### config.mk
export PLATFORM = sky130hd
export DESIGN_NAME = alu_bist
export DESIGN_NICKNAME = d
export VERILOG_FILES = /design/src/rtl/alu_bist.sv
export SDC_FILE = /design/constraint.sdc
export NUM_CORES = 1
export LEC_CHECK = 0
export CAP_MARGIN = 20
export CORE_ASPECT_RATIO = 1.4
export CORE_MARGIN = 3
export CORE_UTILIZATION = 40
export CTS_CLUSTER_SIZE = 40
export DETAILED_ROUTE_END_ITERATION = 10
export PLACE_DENSITY_LB_ADDON = 0.15
export RECOVER_POWER = 50
export SYNTH_ARGS = -nofsm -noshare
export SYNTH_HDL_FRONTEND = slang
export SYNTH_SLANG_ARGS = --single-unit
### constraint.sdc
create_clock -name clk -period 15 [get_ports clk]
set_input_delay 3 -clock clk [delete_from_list [all_inputs] [get_ports clk]]
set_output_delay 3 -clock clk [all_outputs]
set_load 0.05 [all_outputs]
### src/rtl/alu_bist.sv
// alu_bist: built-in self-test engine for the WIDTH-bit combinational ALU.
// It sweeps every {ALU_Sel, A, B} vector onto the ALU inputs and holds each one
// for SETTLE cycles. It then samples ALU_Out and compares it with an internal
// golden model. At the end it reports pass/fail, the mismatch count and the
// first failing vector.
//
// Ports:
//   clk, rst    rising-edge clock, synchronous active-high reset
//   start       one-cycle pulse; begins a full sweep (ignored while busy)
//   A, B        ALU operands (fields of the current vector)
//   ALU_Sel     ALU operation select (most significant field of the vector)
//   ALU_Out     ALU result fed back for checking
//   busy        high while a sweep is in progress
//   done        high from sweep end until the next start or reset
//   pass        valid with done: 1 = no mismatches seen
//   err_count   saturating mismatch count
//   first_fail  vector index {ALU_Sel, A, B} of the first mismatch
module alu_bist #(
  parameter int WIDTH  = 4,
  parameter int SETTLE = 1
) (
  input  logic                 clk,
  input  logic                 rst,
  input  logic                 start,
  output logic [WIDTH-1:0]     A,
  output logic [WIDTH-1:0]     B,
  output logic [1:0]           ALU_Sel,
  input  logic [WIDTH-1:0]     ALU_Out,
  output logic                 busy,
  output logic                 done,
  output logic                 pass,
  output logic [2*WIDTH+2:0]   err_count,
  output logic [2*WIDTH+1:0]   first_fail
);

  localparam int VW = 2*WIDTH + 2;
  localparam int SW = (SETTLE > 1) ? $clog2(SETTLE) : 1;
  localparam logic [SW-1:0]      SETTLE_LAST = SW'(SETTLE - 1);
  localparam logic [VW-1:0]      V_LAST      = '1;
  localparam logic [2*WIDTH+2:0] ERR_MAX     = '1;

  typedef enum logic [1:0] {IDLE, DRIVE, SAMPLE, DONE} state_t;

  state_t          state;
  logic [VW-1:0]   v;
  logic [SW-1:0]   settle_cnt;
  logic [WIDTH-1:0] golden;
  logic            mismatch;

  // The stimulus is the vector register itself, so it holds in IDLE and DONE
  // without extra storage.
  assign ALU_Sel = v[VW-1:VW-2];
  assign A       = v[2*WIDTH-1:WIDTH];
  assign B       = v[WIDTH-1:0];

  always_comb begin
    golden = '0;
    unique case (ALU_Sel)
      2'b00: golden = A + B;
      2'b01: golden = A - B;
      2'b10: golden = A * B;
      2'b11: golden = (B == '0) ? '0 : A / B;
      default: golden = '0;
    endcase
  end

  assign mismatch = (ALU_Out != golden);

  always_ff @(posedge clk) begin
    if (rst) begin
      state      <= IDLE;
      v          <= '0;
      settle_cnt <= '0;
      busy       <= 1'b0;
      done       <= 1'b0;
      pass       <= 1'b0;
      err_count  <= '0;
      first_fail <= '0;
    end else begin
      unique case (state)
        IDLE, DONE: begin
          if (start) begin
            v          <= '0;
            settle_cnt <= '0;
            err_count  <= '0;
            first_fail <= '0;
            pass       <= 1'b0;
            busy       <= 1'b1;
            done       <= 1'b0;
            state      <= DRIVE;
          end
        end
        DRIVE: begin
          if (settle_cnt == SETTLE_LAST) begin
            settle_cnt <= '0;
            state      <= SAMPLE;
          end else begin
            settle_cnt <= settle_cnt + 1'b1;
          end
        end
        SAMPLE: begin
          if (mismatch) begin
            if (err_count != ERR_MAX) err_count <= err_count + 1'b1;
            // err_count saturates and never returns to zero mid-sweep, so zero
            // identifies the first mismatch.
            if (err_count == '0) first_fail <= v;
          end
          if (v == V_LAST) begin
            // Fold the last sample into pass, since err_count updates on this same edge.
            pass  <= (err_count == '0) && !mismatch;
            busy  <= 1'b0;
            done  <= 1'b1;
            state <= DONE;
          end else begin
            v     <= v + 1'b1;
            state <= DRIVE;
          end
        end
        default: state <= IDLE;
      endcase
    end
  end

endmodule

==> results.yml, run 1 <==
clock_tree:
  clock-root-buffer: "clkbuf_8"
  path_clk_slew_ps: 80
  cts_resized: 0
  cts_buffers: 5
  clk_latency_ps: 290
  clock_path_buffers: 2
  cts_tree: "done"
  postCtsSetupBuffers: 0
  ctsHoldBuffers: 0
  clkSinkCount: 36
  htree_levels: 2
timing:
  max_freq_mhz: 165.6
  fin_crit_ps: 6040
  period_share_pct: 40.27
  grt_setup_unrepaired: "false"
  hold_viol_final: 0
  hold_slack_ps: 448.9
  slew_violations: 0
  tns_ps: 0
  clock_skew_ps: 7.659
  worst_slew_margin_rel_pct: 36.85
  tightest_slew_ps: 947.3
  finalSetupViolations: 0
drt:
  via_per_inst: 5.512
  antenna_left: 0
  dr.pass1.iters: 4
  drcViolationCount: 0
  avgRoutedWirePerCell_um: 15.39
  vias: 2392
  wl_um: 6678
  drt_iter0_drc: 120
finish:
  fin_cells: 434
  area_delta_synth_final_pct: 20.11
  final_nets: 397
  antennaDiodeCount: 0
  drive_above_1_share_pct: 3.315
synth:
  synth_most_common_cell: "nand2_1"
  netlist_top_cells_count: "nand2_1 (39), dfxtp_1 (36), ha_1 (28)"
  ys_types: 46
  async_reset_ff_share_pct: 0
  synth-edff-count: 0
  syn_inst: 326
  ys_ff_latch: 36
  synth_fp_nets: 362
  synth_area_per_cell_um2: 8.033
  syn_area_um2: 2619
  yosysTopAreaCell: "dfxtp_1"
  ys_seq_area_share_pct: 27.52
  synthFlopType: "dfxtp_1"
  synthTopCellsByArea: "dfxtp_1 (28%), ha_1 (13%), mux2i_1 (5.7%)"
  synth.top_cell.area_share_pct: 27.52
  synth.yosys.warnings: 0
pwr:
  peakVddDrop_mv: 0.04162
  power_density_nw_per_um2: 123.5
  p_leak_nw: 1.322
global_route:
  first_global_vias: 2219
  antenna_found_initial: 0
  grtUsageTotal_pct: 18.41
  grt_max_degree: 26
  grt_overflow: 0
  grt_pass1_wl_um: 10810
setup_path:
  slowest_stage: "dfxtp_1"
  r2r-end: "pass"
  cp-end-kind: "flop"
  required_ps: 15210
  crit_type: "reg2reg"
  cp_num_buf_inv: 1
  crit_fanout: 15
  rrSetupSlack_ps: 8960
  reg2reg_depth: 22
  crit_chain: "inv_1 -> ha_1 -> o211ai_1 -> nand2_1 -> o21ai_0 -> ha_1 -> o21a_1 -> o21ai_0 -> o21ai_0 -> ha_1 -> o21ai_0 -> a211oi_1 -> mux2_2 -> ha_1 -> a21oi_1 -> o21ai_0 -> a21o_1 -> a21oi_1 -> xnor2_1 -> a211o_1 -> or3_1 -> a21oi_1"
  crit_top_cell: "o21ai_0"
  cpPeakStageDelay_ps: 670
  crit_path_start: "v[0]"
  crit_arrival_ps: 6250
  cpLargestDelayFamily: "compound AO/OA/AOI/OAI gates"
  r2r-start: "v[0]"
  crit_path_start_kind: "flop"
placed_design:
  routabilityCongestion: 0.9045
  place_hpwl_um: 5068
  post-place-cells: 426
  portBuffers: 40
hold_path:
  hold_class: "reg2reg"
  min_to: "done"
  min_from: "done"
  whs_path_depth: 2
die:
  die_x_um: 74.39
  io_pins: 41
  die_area_um2: 7568
  start_util_pct: 41.59
  core_area_um2: 6296
  die_height_um: 101.7
  rows: 34
status:
  outcome: "finished, final reports clean"
flow_run:
  maxCapViolCount: 0
## worst register-to-register path: cells and delay by family (launching register included)
kind,cells,cell delay [ps]
AO/OA/AOI/OAI,13,2810
flip-flops,1,670
AND/OR/NAND/NOR,2,510
buffers and inverters,1,210
XOR/XNOR,1,100
multiplexers,1,410
adder cells (fa/ha/maj),4,1250
## routing by layer
layer | track usage (%) | vias up | share of wire (%)
met5 | 0 | - | 0
met4 | 6.301 | 0 | 2.4
met3 | 3.178 | 14 | 3.5
met2 | 32.97 | 57 | 52
met1 | 21.63 | 1111 | 42
li1 | - | 1210 | -
## cell usage in the layout, fill, tap and decap left out, types with 6 or more instances in the layout
cell type,synthesis,routed
nor2_1,25,25
nand3_1,6,6
nand2_1,39,39
clkdlybuf4s50_1,0,9
xnor2_1,16,16
dfxtp_1,36,36
o21ai_0,19,19
inv_1,20,20
nand2b_1,12,12
mux2i_1,15,15
or3_1,12,12
nor3_1,6,6
nand4_1,8,8
a21oi_1,17,17
dlygate4sd3_1,0,31
ha_1,28,28
a211oi_1,8,8
## worst max path at each step
stage | end | slack, ps | cells after the start
after floorplan | pass | 9390 | 22
after global placement | pass | 9290 | 22
after detailed placement | pass | 9040 | 22
after CTS | pass | 9000 | 22
after global routing | first_fail[0] | 8490 | 22
final | pass | 8960 | 22
## sequential cells by signal, summed over array words and instances (netlist names)
| name | count |
|---|---|
| first_fail | 10 |
| state | 2 |
| v | 10 |
| busy | 1 |
| err_count | 11 |
| done | 1 |
| pass | 1 |
## logic make-up (layout without fill, tap and decap cells)
kind of cell / count (synthesis) / in the layout / share of synthesized area (%)
compound gates: 63 / 63 / 15.10
mux: 17 / 17 / 6.593
simple gates: 129 / 129 / 24.61
xor+xnor: 20 / 20 / 7.214
fa+ha+maj: 29 / 29 / 14.14
flops: 36 / 36 / 27.52
buf+inv: 32 / 68 / 4.826
## area by class of cell
class | count | area [um2]
Multi-Input combinational cell | 258 | 1772
Fill cell | 646 | 3151
Sequential cell | 36 | 720.7
Timing Repair Buffer | 40 | 400.4
Inverter | 20 | 75.07
Clock inverter | 3 | 18.77
Clock buffer | 5 | 68.82
Tap cell | 72 | 90.09
## per-stage QoR
stage / instance area [um2] / power, W / setup slack, ps / utilization (%)
2_1_floorplan: 2619 / 0.0002754 / 9388 / -
3_3_place_gp: 3058 / 0.0003168 / 9288 / 48.57
3_5_place_dp: 3058 / 0.0003211 / 9037 / 48.57
4_1_cts: 3146 / 0.0003933 / 8997 / 49.96
5_1_grt: 3146 / 0.0004201 / 8492 / 49.96
6_report: 3146 / 0.0003884 / 8960 / 49.96
## power breakdown
group,total (W),leakage (nW),switching (W),internal [W]
Clock,0.0000717,0.0479,0.0000393,0.0000324
Combinational,0.000207,0.983,0.000126,0.0000812
Sequential,0.000110,0.291,0.00000755,0.000102
(Power assumes the default switching activity.)
==> run 2: changes to the inputs <==
clock period = 5.25 ns   (was 15 ns; I/O delays follow)
==> run 2 against run 1 <==
Against the previous run:
- worst hold slack got worse by 3.5 ps
- sequential power rose to 2.8 times the previous value
- via count rose by 3.4%
- critical path type unchanged
- worst setup slack got worse by 8600 ps
- maximum frequency rose by 24%
- critical path depth fell by 1
- utilization rose by 1.5 points
- die area did not move
- register-to-register slack got worse by 8600 ps
- final cell count rose by 2.1%
==> results.yml, run 2 (same netlist as run 1, synthesis figures left out) <==
status:
  outcome: "finished, final reports clean"
finish:
  fin_cells: 443
  reg_top3: "err_count (11), first_fail (10), v (10)"
  final_nets: 406
  final_util_pct: 51.41
  largest_reg_flops: 11
  area_delta_synth_final_pct: 23.60
  final_cell_mix: "nand2_1 (39), dfxtp_1 (34), dlygate4sd3_1 (30)"
  top_register: "err_count"
  final_common_cell: "nand2_1"
  antennaDiodeCount: 0
  fin_area_um2: 3237
  drive_above_1_share_pct: 7.278
timing:
  worst_slew_margin_rel_pct: 44.14
  fin_crit_ps: 4853
  hold_viol_final: 0
  slew_violations: 0
  finalSetupViolations: 0
  clock_skew_ps: 6.883
  max_freq_mhz: 206.0
  period_share_pct: 92.45
  hold_slack_ps: 445.3
  tightest_slew_ps: 835.2
pwr:
  power_density_nw_per_um2: 355.7
  switching_power_w: 0.0005119
  switching_share_pct: 44.47
  peakVddDrop_mv: 0.1731
  seq_power_share_pct: 26.7
  p_int_w: 0.0006393
  pwr-share-clk_pct: 17.9
  comb_power_share_pct: 55.4
  p_leak_nw: 1.371
hold_path:
  whs_path_depth: 2
  hold_class: "reg2reg"
placed_design:
  post-place-cells: 434
  routabilityCongestion: 0.9011
  portBuffers: 40
  placed_area_um2: 3126
  place_hpwl_um: 5244
global_route:
  grt_max_degree: 26
  grt_overflow: 0
  grt_pass1_wl_um: 11470
  grtUsageTotal_pct: 19.41
  antenna_found_initial: 0
  first_global_vias: 2460
setup_path:
  crit_path_start_kind: "flop"
  crit_fanout: 9
  cp-end-kind: "flop"
  required_ps: 5480
  reg2reg_depth: 21
  crit_arrival_ps: 5080
  crit_type: "reg2reg"
drt:
  vias: 2474
  dr.pass1.iters: 4
  wl_um: 6924
  drcViolationCount: 0
  drt_iter0_drc: 102
  avgRoutedWirePerCell_um: 15.63
  via_per_inst: 5.585
  antenna_left: 0
clock_tree:
  clock_path_buffers: 2
  cts_buffers: 5
  htree_levels: 2
  ctsHoldBuffers: 0
  clk_latency_ps: 300
  clock-root-buffer: "clkbuf_8"
  cts_tree: "done"
  clkSinkCount: 36
  path_clk_slew_ps: 80
die:
  core_area_um2: 6296
  start_util_pct: 41.59
  die_x_um: 74.39
  die_height_um: 101.7
  die_area_um2: 7568
  rows: 34
  io_pins: 41
flow_run:
  maxCapViolCount: 0
[run 2: cell count changes in the layout (fill, tap and decap cells not counted), sizes merged]
cell,before,now
buf,0,9
clkdlybuf4s50,9,10
dlygate4sd3,31,30
[run 2: per-layer routing]
metal / track usage (%) / up-vias / share of wire [%]
li1: - / 1233 / -
met1: 22.77 / 1174 / 42
met2: 34.26 / 55 / 53
met3: 3.476 / 12 / 3.5
met4: 7.534 / 0 / 1.7
met5: 0 / - / 0
[run 2: power by group through the flow]
stage	sequential (W)	clock (W)	combinational (W)
finish	0.000307	0.000206	0.000638
global route	0.000311	0.000220	0.000710
CTS	0.000308	0.000212	0.000633
detailed placement	0.000315	0	0.000630
global placement	0.000314	0	0.000621
floorplan	0.000358	0	0.000434
[run 2: area by class of cell]
| type | count | area (um2) |
|---|---|---|
| fill | 644 | 3059 |
| sequential | 36 | 723.2 |
| inverter | 20 | 75.07 |
| multi-input combinational | 258 | 1793 |
| tap | 72 | 90.09 |
| timing repair buffer | 49 | 467.9 |
| clock buffer | 5 | 68.82 |
| clock inverter | 3 | 18.77 |
[run 2: stage by stage]
stage                     setup WS [ps]  setup TNS, ps   power, W
after CTS                         116.7              0   0.001153
final                             396.6              0   0.001151
after detailed placement          134.1              0  0.0009443
after floorplan                   81.09              0  0.0007916
after global placement            332.7              0  0.0009356
after global routing             -11.57         -22.55   0.001241
[run 2: path summary, 6_finish.rpt]
| path | start | end | slack, ps |
|---|---|---|---|
| max reg2reg | v[7] | pass | 400 |
| min reg2reg | done | done | 450 |
| max | v[7] | pass | 400 |
| min | done | done | 450 |
[run 2: repair_timing]
item | CTS | global route
buffers inserted | 0 | 1
gates resized for setup | 0 | 4
setup endpoints to repair | 0 | 22
[run 2: worst max-delay path, cell delays in order (launching register included)]
cell and delay, ps:
dfxtp_2 430, ha_1 270, o211ai_1 270, nand2_1 80
o21ai_0 110, ha_1 290, o21a_1 160, o21ai_4 190
o21ai_0 130, ha_1 320, o21ai_0 130, a211oi_2 260
mux2_2 370, ha_1 290, a21oi_1 120, o21ai_0 90
a21o_1 170, a21oi_1 170, xnor2_1 110, a211o_1 320
or3_1 390, a21oi_1 140
==> run 3: changes to the inputs <==
SKIP_CTS_REPAIR_TIMING = 1   (was not set)
==> results of run 3 <==
No change in the layout: final DEF, timing and power equal those of run 2.
